<file path="config.mk">
export PLATFORM = sky130hd
export DESIGN_NAME = cycle_sequencer
export DESIGN_NICKNAME = d
export VERILOG_FILES = /design/src/rtl/cycle_sequencer.sv
export SDC_FILE = /design/constraint.sdc
export NUM_CORES = 1
export LEC_CHECK = 0
export CORE_ASPECT_RATIO = 1.1
export CORE_MARGIN = 3
export CORE_UTILIZATION = 27
export CTS_CLUSTER_DIAMETER = 40
export DETAILED_ROUTE_END_ITERATION = 8
export GPL_ROUTABILITY_DRIVEN = 0
export PLACE_DENSITY = 0.53
export RECOVER_POWER = 100
export SLEW_MARGIN = 10
export SYNTH_ARGS = -nofsm -noshare
export SYNTH_HDL_FRONTEND = slang
export SYNTH_SLANG_ARGS = --single-unit
</file>
<file path="constraint.sdc">
create_clock -name clk -period 2.6 [get_ports clk]
set_input_delay 0.52 -clock clk [delete_from_list [all_inputs] [get_ports clk]]
set_output_delay 0.52 -clock clk [all_outputs]
set_load 0.02 [all_outputs]
</file>
<file path="src/rtl/cycle_sequencer.sv">
// ============================================================================
// cycle_sequencer : four-phase instruction cycle FSM (T0..T3) with PC,
//                   single-step mode, halt request and branch handling.
// Revision 1.0
// ============================================================================
`default_nettype none

module cycle_sequencer #(
   parameter logic [4:0] PC_MAX = 5'd31
) (
   input  logic       clk,
   input  logic       reset,
   input  logic       start,
   input  logic       step_mode,
   input  logic       halt_req,
   input  logic [3:0] instr_opcode,
   input  logic [4:0] jump_addr,
   input  logic       zero_flag,
   input  logic       carry_flag,
   output logic [1:0] timing_signal,
   output logic [4:0] pc,
   output logic       mem_rd,
   output logic       ir_load,
   output logic       alu_en,
   output logic       acc_we,
   output logic       busy,
   output logic       halted
);

   typedef enum logic [2:0] {
      S_IDLE = 3'd0,
      S_T0   = 3'd1,
      S_T1   = 3'd2,
      S_T2   = 3'd3,
      S_T3   = 3'd4,
      S_HALT = 3'd5
   } state_t;

   localparam logic [3:0] OP_JZ  = 4'b1100;
   localparam logic [3:0] OP_JC  = 4'b1101;
   localparam logic [3:0] OP_JMP = 4'b1110;
   localparam logic [3:0] OP_HLT = 4'b1111;

   state_t     state;
   logic [3:0] op;
   logic       halt_pending;

   logic       jump_taken;
   logic       halt_exit;

   function automatic logic is_alu_op(input logic [3:0] o);
      return (o >= 4'd1) && (o <= 4'd11);
   endfunction

   // Output vector {timing[1:0], mem_rd, ir_load, alu_en, acc_we, busy, halted}
   // for the state being entered, so every strobe is a flop.
   function automatic logic [7:0] decode_outs(input state_t st, input logic [3:0] o);
      logic [7:0] v;
      v = 8'b0;
      case (st)
         S_T0:    v = {2'b00, 1'b1, 1'b1, 1'b0, 1'b0, 1'b1, 1'b0};
         S_T1:    v = {2'b01, 1'b0, 1'b0, 1'b0, 1'b0, 1'b1, 1'b0};
         S_T2:    v = {2'b10, 1'b0, 1'b0, is_alu_op(o), 1'b0, 1'b1, 1'b0};
         S_T3:    v = {2'b11, 1'b0, 1'b0, 1'b0, is_alu_op(o), 1'b1, 1'b0};
         S_HALT:  v = {2'b00, 1'b0, 1'b0, 1'b0, 1'b0, 1'b0, 1'b1};
         default: v = 8'b0;
      endcase
      return v;
   endfunction

   assign jump_taken = ((op == OP_JZ) && zero_flag) ||
                       ((op == OP_JC) && carry_flag) ||
                       (op == OP_JMP);

   // A same-cycle halt_req counts as pending, so a pulse in T3 stops at this exit.
   assign halt_exit  = (op == OP_HLT) || halt_pending || halt_req ||
                       (!jump_taken && (pc == PC_MAX));

   always_ff @(posedge clk or posedge reset) begin
      if (reset) begin
         state         <= S_IDLE;
         pc            <= 5'd0;
         op            <= 4'd0;
         halt_pending  <= 1'b0;
         timing_signal <= 2'b00;
         mem_rd        <= 1'b0;
         ir_load       <= 1'b0;
         alu_en        <= 1'b0;
         acc_we        <= 1'b0;
         busy          <= 1'b0;
         halted        <= 1'b0;
      end else begin
         if (halt_req && (state != S_HALT))
            halt_pending <= 1'b1;

         case (state)
            S_IDLE: begin
               if (start) begin
                  state <= S_T0;
                  {timing_signal, mem_rd, ir_load, alu_en, acc_we, busy, halted}
                     <= decode_outs(S_T0, op);
               end
            end
            S_T0: begin
               op    <= instr_opcode;
               state <= S_T1;
               {timing_signal, mem_rd, ir_load, alu_en, acc_we, busy, halted}
                  <= decode_outs(S_T1, instr_opcode);
            end
            S_T1: begin
               state <= S_T2;
               {timing_signal, mem_rd, ir_load, alu_en, acc_we, busy, halted}
                  <= decode_outs(S_T2, op);
            end
            S_T2: begin
               state <= S_T3;
               {timing_signal, mem_rd, ir_load, alu_en, acc_we, busy, halted}
                  <= decode_outs(S_T3, op);
            end
            S_T3: begin
               if (jump_taken)
                  pc <= jump_addr;
               else if ((op != OP_HLT) && (pc < PC_MAX))
                  pc <= pc + 5'd1;

               if (halt_exit) begin
                  state        <= S_HALT;
                  halt_pending <= 1'b0;
                  {timing_signal, mem_rd, ir_load, alu_en, acc_we, busy, halted}
                     <= decode_outs(S_HALT, op);
               end else if (step_mode) begin
                  state <= S_IDLE;
                  {timing_signal, mem_rd, ir_load, alu_en, acc_we, busy, halted}
                     <= decode_outs(S_IDLE, op);
               end else begin
                  state <= S_T0;
                  {timing_signal, mem_rd, ir_load, alu_en, acc_we, busy, halted}
                     <= decode_outs(S_T0, op);
               end
            end
            S_HALT: begin
               state <= S_HALT;
            end
            default: begin
               state <= S_IDLE;
               {timing_signal, mem_rd, ir_load, alu_en, acc_we, busy, halted} <= 8'b0;
            end
         endcase
      end
   end

endmodule

`default_nettype wire

</file>
* After elaboration in Yosys (flattened, before gate mapping)
Index checks and enable logic that the tools add are counted.
Storage, ports and cells: bits in registers 20, input bits 16
Cells by class: add/sub/neg operators 1, order comparisons 3, eq/ne operators 13, muxes and demuxes 21, bitwise operators 1, reduce and logical (&&, ||, !) cells 17
Operator list (count):
- $pmux W3 S6 | 1
- $eq A4 B4 Y1 const B | 4
- $pmux W1 S3 | 4
- $mux W5 | 2
- $pmux W2 S5 | 1
- $mux W1 | 9
- $eq A3 B2 Y1 const B | 2
- $eq A3 B3 Y1 const B | 2
- $logic_and A1 B1 Y1 | 6
- $mux W3 | 2
- $add A5 B1 Y5 const B | 1
- $eq A5 B5 Y1 const B | 1
- $logic_or A1 B1 Y1 | 5
- $lt A5 B5 Y1 const B | 1
- $ge A4 B1 Y1 const B | 1
- $le A4 B4 Y1 const B | 1
- $ne A4 B4 Y1 const B | 1
- $pmux W1 S4 | 1
- $reduce_and A2 Y1 | 2
- $eq A3 B1 Y1 const B | 1
- $logic_not A3 Y1 | 1
- $ne A3 B3 Y1 const B | 1
- $reduce_or A3 Y1 | 1
- $mux W2 | 1
- 4 further kinds | 4

* Depth between registers and ports, before layout
word-level depth 9, depth in mapped cells 5, depth with buffers taken out 5

* Worst setup path before layout
Ideal clock, no wire load.
kind register to register, from reg pc[0], to reg busy, arrival time 1.603 ns, data required time 2.518 ns, path slack 0.915 ns, stages on the path, launching flop included 6, period minus slack after synthesis 1.685 ns, cell sequence dfrtp_1 ha_1 and3_1 ha_1 a2111o_1 a31oi_1
Between the ends: longest elaborated chain between the ends 5
Ends and longest elaborated chain:
- from (decl) | line 21 | output logic [4:0] pc,
- from (signal assigned) | line 122 | pc <= jump_addr;
- from (signal assigned) | line 124 | pc <= pc + 5'd1;
- $eq A5 B5 Y1 | line 77 | (!jump_taken && (pc == PC_MAX));
- $logic_and A1 B1 Y1 | line 77
- $logic_or A1 B1 Y1 | line 76 | assign halt_exit = (op == OP_HLT) || halt_pending || halt_req ||
- $mux W1
- $pmux W1 S4 | line 96 | case (state)
- to (signal assigned) | line 90 | busy <= 1'b0;
- to (signal assigned) | line 146 | {timing_signal, mem_rd, ir_load, alu_en, acc_we, busy, halted} <= 8'b0;
- to (decl) | line 26 | output logic busy,
No other way between the ends. A chain may end at the register's enable or synchronous reset.

* Final worst setup path
from reg pc[2], to out pc[2]
No word-level cell between the ends.

==> qor.csv <==
stage;metric;value;unit
cts;worst skew pair latency;0.31;ns
sta;Fin Setup TNS;0;ns
cells_and_area;layout cell share with drive strength beyond 1;0.0379;
worst_setup_path;Req. time, crit path;2.08;ns
power;Gate power share;0.091;
yosys;top cells by count, synth;20 x dfrtp_1, 11 x nand2_1, 8 x nor2_1;
sta;final worst path period share;0.772;
sta;Max Freq;498;MHz
cts;Longest Clk Path Bufs;2;
worst_setup_path;CP peak stage delay;0.71;ns
cells_and_area;diode count;0;
route;Routed WL;2350;µm
yosys;sequential fraction of the synthesis area;0.487;
cts;Sink Count;20;
yosys;top-count cell post-synth;dfrtp_1;
worst_setup_path;Top delay family on crit path;buffers and inverters;
cts;H-tree depth;1;
yosys;async set-reset flop share out of synthesis;1.00;
cts;root buffer cell;clkbuf_4;
sta;Min Hold Slack;0.483;ns
cells_and_area;Layout Utilization;0.393;
power;P per Cell Area;401;mW/mm²
cts;CTS resizes;0;
cts;post-CTS setup buffer count;0;
global_route;largest net degree at the start of global routing;21;
yosys;ys flop type;dfrtp_1;
route;ANT nets after route;0;
cts;CTS tree;yes;
worst_setup_path;CP arrival;1.49;ns
route;Vias per Instance;4.81;
cells_and_area;Layout Nets;151;
sta;Worst Tran Pin Value;0.793;ns
hold_path;Hold Path Class;reg -> reg;
global_route;initial antenna violation count;0;
yosys;Post-Synthesis Cells;104;
yosys;Synth Register Bits;20;
die;Die H;70.7;µm
worst_setup_path;critical path type;reg -> out;
sta;Final Critical Period;2.01;ns
yosys;synth warn;0;
run;max cap viols;0;
cts;hold-fix buffers at CTS;0;
worst_setup_path;R2R Setup Slk;0.74;ns
route;DR iter-0 viols;42;
sta;Hold Vio Cnt, Final;0;
yosys;Post-synth EDFFs;0;
global_route;total gr overflow;0;
cts;CTS Buf Count;3;
power;peak supply drop;167;µV
yosys;synthesized area;0.00103;mm²
power;Switching Fraction;0.223;
status;status;completed;
worst_setup_path;CP max stage cell;dlygate4sd3_1;
die;core area;0.00350;mm²
yosys;Avg Inst Size Synth;9.88;µm²
yosys;area leader, netlist;dfrtp_1;
worst_setup_path;crit end category;output pin;
cts;CTS clk-pin slew, worst paths;0.13;ns
power;Sequential Power Share;0.577;
sta;Final Max Tran Viols;0;
yosys;syn nets;122;
sta;RSZ-0062 raised after global routing;no;
worst_setup_path;critical-path maximum fanout;7;
global_route;Total GRT Usage;0.111;
die;Die ar.;0.00458;mm²
yosys;Synth top area share;0.487;
die;Die Width;64.8;µm
yosys;Area contributors post-synth;dfrtp_1 49%, mux2i_1 6.8%, mux2_1 4.4%, nand2_1 4.0%, nor2_1 2.9%;
cells_and_area;area of the multi-input gates;467;µm²
die;Site Rows;22;
power;Clock power frac;0.332;
sta;Fin Clk Skew;0.0171;ns
route;Residual DRC;0;
power;P_int;0.000428;W
cells_and_area;sequential cell area;500;µm²
yosys;post-synth cell types;33;
placed_design;Post-DP HPWL;1760;µm
route;drt wl/cell;13.0;µm
placed_design;PortBufs;28;
worst_setup_path;Crit path buffers/inverters;1;
sta;Final setup viols;0;
route;vias after detailed routing;866;
route;TritonRoute pass-1 iters;4;
worst_setup_path;critical path launch point type;flop;
power;Lkg Pwr;0.664;nW
global_route;number of global-route vias before repair;920;
power;Switch Pwr;0.000123;W
cells_and_area;Layout area overhead;33.7;%
global_route;first-pass GRT wire length;4110;µm
worst_setup_path;crit-path cells;dlygate4sd3_1;
die;IO Pins;29;
sta;Slew headroom;0.471;
die;Initial Util;0.294;
cells_and_area;fillers;374;
==> sequential cells by signal, indices dropped and copies added (netlist names), 2 cells and up <==
register,cells
op,4
pc,5
state,3
timing_signal,2
==> path summary, 6_finish.rpt <==
check	from	to	cells past startpoint
setup / recovery	pc[2]	pc[2]	1
hold / removal	timing_signal[0]	timing_signal[0]	2
setup reg to reg	op[1]	pc[1]	4
hold reg to reg	timing_signal[0]	timing_signal[0]	2
max in group asynchronous	reset	busy	2
min in group asynchronous	reset	timing_signal[0]	2
==> cell usage in the layout (no fill, tap or decap), drive strengths merged, types with 2 or more instances in the layout <==
cell	n
a31oi	2
o211ai	2
nor3	2
clkdlybuf4s50	12
nand2	11
clkbuf	4
inv	8
dfrtp	20
dlygate4sd3	16
mux2i	7
nand3	2
mux2	4
nand4	4
nand2b	2
nor2b	2
o21ai	6
nor2	8
ha	2
a21oi	6
==> area by class of cell <==
type                    count  share of cell area
repair buffers             28               0.204
flip-flops and latches     20               0.364
multi-input cells          72               0.340
well taps                  48              0.0437
clock buffers               4              0.0264
inverters                   8              0.0219
==> cells by family (layout without fill, tap and decap cells) <==
family | after synthesis | after routing | share of synthesized area
AOI/OAI and AO/OA | 23 | 23 | 0.151
xor gates and xnor gates | 1 | 1 | 0.00853
adders and majority gates | 2 | 2 | 0.0244
buffers and inverters | 12 | 40 | 0.0512
DFF | 20 | 20 | 0.487
muxes | 11 | 11 | 0.112
and+or+nand+nor | 35 | 35 | 0.166
==> power by group through the flow <==
stage               Sequential (W)  Combinational, W  Clock, W
floorplan                 0.000327         0.0000154         0
global route              0.000319         0.0000555  0.000196
finish                    0.000318         0.0000502  0.000183
detailed placement        0.000324         0.0000533         0
CTS                       0.000318         0.0000535  0.000187
global placement          0.000324         0.0000530         0
==> stage by stage <==
stage / area [µm²] / setup WS (ns) / power (W) / cells
floorplan: 1030 / 0.915 / 0.000343 / 104
global placement: 1350 / 0.371 / 0.000377 / 176
detailed placement: 1350 / 0.319 / 0.000377 / 176
CTS: 1380 / 0.633 / 0.000558 / 180
global route: 1370 / 0.456 / 0.000570 / 180
finish: 1370 / 0.592 / 0.000551 / 180
==> metal layers <==
metal  vias up  track usage  part of all wire
li1        423            -                 -
met1       422        0.135              0.46
met2        19        0.189              0.48
met3         2       0.0286             0.053
met4         0       0.0376            0.0051
met5         -            0                 0
Note: power is estimated with default switching activity, not from simulation.
